<file path="src/rtl/regfile_write_scheduler.sv">
// regfile_write_scheduler: zero-fills r0..r31 after reset, then arbitrates ALU (alu_*) and load (ld_*) writebacks onto the registered rf_* write port, load-first with ALU starvation bound MAX_WAIT
module regfile_write_scheduler #(
  parameter bit CLEAR_EN = 1'b1,
  parameter bit DROP_R0 = 1'b1,
  parameter int MAX_WAIT = 4
) (
  input  logic        clk,
  input  logic        reset,
  input  logic        alu_valid,
  input  logic [4:0]  alu_rd,
  input  logic [31:0] alu_data,
  output logic        alu_ready,
  input  logic        ld_valid,
  input  logic [4:0]  ld_rd,
  input  logic [31:0] ld_data,
  output logic        ld_ready,
  output logic [4:0]  rf_rd,
  output logic [31:0] rf_write_data,
  output logic        rf_reg_write,
  output logic        init_done
);
  localparam int WW = $clog2(MAX_WAIT + 1);
  localparam logic [WW-1:0] WMAX = WW'(MAX_WAIT);
  localparam logic [0:0] CLEAR = 1'b0, RUN = 1'b1;
  logic [0:0] state_q, state_d;
  logic [4:0] clr_q, clr_d, rd_q, rd_d, g_rd;
  logic [WW-1:0] wait_q, wait_d;
  logic [31:0] data_q, data_d, g_data;
  logic we_q, we_d, init_q, init_d, en, alu_win, grant, clr_st;
  assign en = state_q == RUN && init_q;
  assign alu_win = alu_valid && (!ld_valid || wait_q == WMAX);
  assign alu_ready = en && alu_win;
  assign ld_ready = en && ld_valid && !alu_win;
  assign rf_rd = rd_q;
  assign rf_write_data = data_q;
  assign rf_reg_write = we_q;
  assign init_done = init_q;
  always_comb begin
    clr_st = state_q == CLEAR;
    grant = alu_ready || ld_ready;
    g_rd = alu_ready ? alu_rd : ld_rd;
    g_data = alu_ready ? alu_data : ld_data;
    state_d = clr_st && clr_q == 5'd31 ? RUN : state_q;
    clr_d = clr_st ? clr_q + 5'd1 : clr_q;
    init_d = clr_st ? clr_q == 5'd31 : 1'b1;
    wait_d = !en ? wait_q : (!alu_valid || alu_ready) ? '0 : wait_q == WMAX ? wait_q : wait_q + 1'b1;
    rd_d = clr_st ? clr_q : grant ? g_rd : rd_q;
    data_d = clr_st ? '0 : grant ? g_data : data_q;
    we_d = clr_st || (grant && !(DROP_R0 && g_rd == 5'd0));
  end
  always_ff @(posedge clk) begin
    if (reset) begin
      state_q <= CLEAR_EN ? CLEAR : RUN;
      clr_q <= '0;
      wait_q <= '0;
      rd_q <= '0;
      data_q <= '0;
      we_q <= 1'b0;
      init_q <= 1'b0;
    end else begin
      state_q <= state_d;
      clr_q <= clr_d;
      wait_q <= wait_d;
      rd_q <= rd_d;
      data_q <= data_d;
      we_q <= we_d;
      init_q <= init_d;
    end
  end
endmodule

</file>
<file path="config.mk">
export PLATFORM = sky130hd
export DESIGN_NAME = regfile_write_scheduler
export DESIGN_NICKNAME = d
export VERILOG_FILES = /design/src/rtl/regfile_write_scheduler.sv
export SDC_FILE = /design/constraint.sdc
export NUM_CORES = 1
export LEC_CHECK = 0
export BUFFER_PORTS_ARGS = -buffer_cell sky130_fd_sc_hd__buf_2
export CELL_PAD_IN_SITES_DETAIL_PLACEMENT = 2
export CELL_PAD_IN_SITES_GLOBAL_PLACEMENT = 2
export CORE_MARGIN = 10
export CORE_UTILIZATION = 26
export CTS_CLUSTER_DIAMETER = 200
export CTS_CLUSTER_SIZE = 16
export DETAILED_ROUTE_END_ITERATION = 8
export GPL_TIMING_DRIVEN = 0
export PLACE_DENSITY = 0.81
export SLEW_MARGIN = 20
export SYNTH_ARGS = -nofsm -noshare
export SYNTH_HDL_FRONTEND = slang
export SYNTH_SLANG_ARGS = --single-unit
export TNS_END_PERCENT = 1
</file>
<file path="constraint.sdc">
create_clock -name clk -period 2.1 [get_ports clk]
set_input_delay 0.315 -clock clk [delete_from_list [all_inputs] [get_ports clk]]
set_output_delay 0.315 -clock clk [all_outputs]
set_load 0.005 [all_outputs]
</file>
Word level (Yosys, flattened, before mapping). Index checks and enable logic that the tools add are counted.

Output and inout port bits: 41. Input bits: 78. Register bits: 48. Word-level logic and storage cells: 39.

Reduce and logical (&&, ||, !) cells: 18. Bitwise gates (word level): 1. $add $sub $neg: 2. Mux-type cells: 7. Equality and inequality tests: 4.

Operator list (number): $mux 32 (1); $mux 5 (3); $logic_and 1x1->1 (7); $mux 3 (2); $add 5x1->5 const B (1); $eq 5x5->1 const B (1); $logic_not 5->1 (1); $logic_not 1->1 (4); $logic_or 1x1->1 (4); $add 3x1->3 const B (1); $eq 3x3->1 const B (1); $ne 2x1->1 const B (1); $ne 2x2->1 const B (1); $reduce_and 2->1 (1); $reduce_or 2->1 (1); $mux 1 (1); $not 1->1 (1).

Longest topological paths before layout.
Depth after elaboration: 9. Depth in mapped cells: 6.

Least setup slack after synthesis. OpenSTA, ideal clock, no wires.

Kind: register to register. Start point: register wait_q[0]. End point: register rd_q[2], in the netlist rf_rd[2]. Arrival time: 1.361 ns. Clock period less this slack: 1.499 ns. Slack: 0.601 ns. Setup time: 0.138 ns. Cell stages (with the launch flop): 7. Cell sequence: dfxtp_1 -> inv_1 -> ha_1 -> a21bo_2 -> nand2_2 -> buf_1 -> o221ai_1.

Longest elaborated chain between the ends: 7. Elaborated cells between the ends (all ways): 11. Classes of those cells: 2 x eq/ne; 3 x mux; 6 x reduce/logical.

Ends and longest elaborated chain: start: declaration (line 27) `logic [WW-1:0] wait_q, wait_d;`; start signal: assignment (line 63) `wait_q <= wait_d;`; $eq 3x3->1 * (line 31) `assign alu_win = alu_valid && (!ld_valid || wait_q == WMAX);`; $logic_or 1x1->1 * (line 31); $logic_and 1x1->1 * (line 31); $logic_and 1x1->1 / $logic_not 1->1 (equally long branches) (line 32, 33); $mux 5 / $logic_and 1x1->1 (equally long branches) (line 41, 33); $mux 5 / $logic_or 1x1->1 (equally long branches) (line 47, 40); $mux 5 / $ne 2x1->1 (equally long branches); end signal: assignment (line 64) `rd_q <= rd_d;`; end: declaration (line 26) `logic [4:0] clr_q, clr_d, rd_q, rd_d, g_rd;`.

Mark *: on every way between the ends. The rest lies on a longest branch, timed or not. The select of a mux whose other input is x is not followed. A chain may end at the register's enable or synchronous reset.

Worst setup path in the final report.
Start point: register state_q. End point: output ld_ready.

Longest elaborated chain between the ends: 3.

Ends and longest elaborated chain: start: declaration (line 25) `logic [0:0] state_q, state_d;`; start signal: assignment (line 53) `state_q <= CLEAR_EN ? CLEAR : RUN;`; start signal: assignment (line 61) `state_q <= state_d;`; $logic_and 1x1->1 (line 30) `assign en = state_q == RUN && init_q;`; $logic_and 1x1->1 (2 in a row) (line 33) `assign ld_ready = en && ld_valid && !alu_win;`; end: declaration (line 16) `output logic ld_ready,`.

Every way passes these cells.

==> impl_metrics.toml <==
[cts]
clk_latency_ns = 0.30
cts_made_buffers = 5
cts_tree = "done"
clkTransAtPathRegs_ns = 0.09
clock_path_buffers = 2
htreeDepth = 2
root_buffer = "clkbuf_8"
post_cts_buffers = 0
clock-sinks = 48

[routing]
drt_first_pass_iters = 4
post-route-drc-count = 0
wirelength_mm = 9.712
vias = 2458
postRouteAntennaNets = 0
wl_per_cell_um = 20.11
first_iter_violations = 78
routed_via_density = 5.089

[cells_and_area]
layout.cells.non_filler = 483
final_nets = 457
antenna_cells = 0
postLayoutCellArea_um2 = 3209
layout_commonest_cell = "buf_2"
regArea_um2 = 960.9
area_growth_pct = 34.15
drive_gt1_share_pct = 37.60
multi_input_area_um2 = 1247
fill_cells = 1036
final_cell_mix = "122 x buf_2, 48 x dfxtp_1, 34 x mux2i_1, 34 x a211oi_1, 32 x nor3_1"

[yosys]
synthCells = 252
synth_edf_count = 0
ys.flop_type = "dfxtp_1"
ys_types = 44
syn_area_per_cell_um2 = 9.493
synthArstFlopShare_pct = 0
ys_warn_count = 0
syn-cell-area_um2 = 2392
yosys_register_bits = 48
synth_seq_area_share_pct = 40.17
syn-num-nets = 334

[floorplanning]
die_w_um = 115.9
core_area_um2 = 8848
design.portCount = 119
dieArea_um2 = 13440
fp-row-count = 34
die_h_um = 115.9
start_util_pct = 27.04

[timing]
max_freq_ghz = 0.5195
hold_viol = 0
period_needed_ns = 1.925
clock_skew_ns = 0.004922
finalSetupViolCount = 0
worst_pin_slew_ns = 0.6117
setup_tns_ns = 0
period_share_pct = 91.66
slew_violations = 0
rsz0062_at_grt = "false"
slew-limit-headroom_pct = 58.79

[worst_setup_path]
worstPathMaxFanout = 10
rr_endpoint = "rf_write_data[22]"
criticalPathCategory = "reg2out"
r2r_cells = 6
required_ns = 1.78
critPathArrivalTime_ns = 1.61
cp-endpoint = "ld_ready"
reg2reg_from = "wait_q[0]"
crit_start = "state_q"
reg2reg_slack_ns = 0.22
cp-end-kind = "primary output"
start_kind = "flip-flop"

[power]
p_leak_nw = 1.311
vdd_drop_max_uv = 222.9
p_per_area_nw_per_um2 = 522.6
finalPower_w = 0.001677

[global_route]
grt-busiest-layer = "met2"
grt_pass1_vias = 2820
antenna_found_initial = 0
grt_overflow_total = 0
use_met3_pct = 3.824
grt_util_all_layers_pct = 14.51
grt_pass1_wl_mm = 15.46
gr-usage-met1_pct = 16.56
grt_max_degree = 14
globalRouteMet2Util_pct = 26.73

[hold_path]
hold_depth = 2
hold_path_class = "in2reg"

[placement]
numPortBuffers = 116
dp.cells = 476
placed_area_um2 = 3108
gp_congestion = 0.8042
dp_hpwl_mm = 7.874

[status]
status = "complete, no violations"

[flow_run]
maxCapViolCount = 0
[registers in the layout, indices dropped and copies added (netlist names)]
signal / flops
clr_q: 5
state_q: 1
rf_reg_write: 1
rf_rd: 5
init_done: 1
rf_write_data: 32
wait_q: 3
[cell families (layout without fill, tap and decap cells)]
| family | Yosys count | after routing | synth area share [%] |
|---|---|---|---|
| buffers and inverters | 32 | 155 | 7.897 |
| flip-flops | 48 | 48 | 40.17 |
| multiplexers | 34 | 34 | 14.23 |
| AO/OA/AOI/OAI | 57 | 57 | 17.89 |
| XOR/XNOR | 3 | 3 | 1.099 |
| adder cells (fa/ha/maj) | 4 | 4 | 2.092 |
| AND/OR/NAND/NOR | 74 | 74 | 16.63 |
[synthesized netlist by cell type, drive strengths merged, types with 3 or more instances]
library cell | number | share of area (%)
nand2 | 4 | 0.73
nor3 | 32 | 6.7
o21ai | 4 | 0.84
a211oi | 34 | 11
nand3 | 8 | 1.7
nand4 | 3 | 0.78
and3 | 3 | 0.84
dfxtp | 48 | 40
nor2b | 4 | 1.0
a21oi | 4 | 0.84
clkbuf | 10 | 1.6
nor2 | 9 | 1.4
ha | 4 | 2.1
inv | 7 | 1.1
buf | 15 | 5.2
mux2i | 34 | 14
a311oi | 3 | 1.1
[stage by stage]
stage / worst slack (ns) / hold WS (ns) / util [%]
floorplan: 0.6010 / 0.4486 / -
global placement: 0.2452 / 0.4651 / 35.12
detailed placement: 0.2185 / 0.4788 / 35.12
CTS: 0.06860 / 0.2879 / 36.21
global route: 0.02896 / 0.3023 / 36.27
finish: 0.1751 / 0.2877 / 36.27
[what timing repair did]
| action | 4_1_cts | 5_1_grt |
|---|---|---|
| endpoints found under the setup margin | 0 | 3 |
| hold endpoints to repair | 0 | 0 |
| resized for setup | 0 | 2 |
| hold buffers | 0 | 0 |
[how the worst min path moves through the flow]
stage	to	startpoint
2_1_floorplan	wait_q[1]	wait_q[1]
3_3_place_gp	wait_q[0]	wait_q[0]
4_1_cts	rf_rd[0]	ld_rd[0]
5_1_grt	rf_rd[0]	ld_rd[0]
6_report	rf_rd[0]	ld_rd[0]
3_5_place_dp	wait_q[0]	wait_q[0]
[worst max-delay path, stage by stage (launching register included)]
cell and delay [ns]:
dfxtp_1 0.32, clkbuf_2 0.20, and3_1 0.23, buf_6 0.17, buf_12 0.15, and2_1 0.12, buf_2 0.11
[per-layer routing]
layer / routed length (um) / up-vias
met4: 59 / 0
met3: 624 / 7
met1: 4105 / 1189
met2: 4923 / 72
li1: - / 1190
met5: 0 / -
[power breakdown]
group          internal (W)  switching (W)  leakage [nW]
sequential         0.000919     0.00000793         0.388
clock              0.000294       0.000315        0.0503
combinational     0.0000733      0.0000683         0.873
[layout make-up]
| cell class | count | share of cell area [%] |
|---|---|---|
| Multi-Input combinational cell | 172 | 38.87 |
| Sequential cell | 48 | 29.94 |
| Timing Repair Buffer | 116 | 18.09 |
| Buffer | 25 | 5.068 |
| Tap cell | 108 | 4.211 |
| Clock buffer | 7 | 3.002 |
| Inverter | 7 | 0.8187 |
Note: power is estimated with default switching activity, not from simulation.
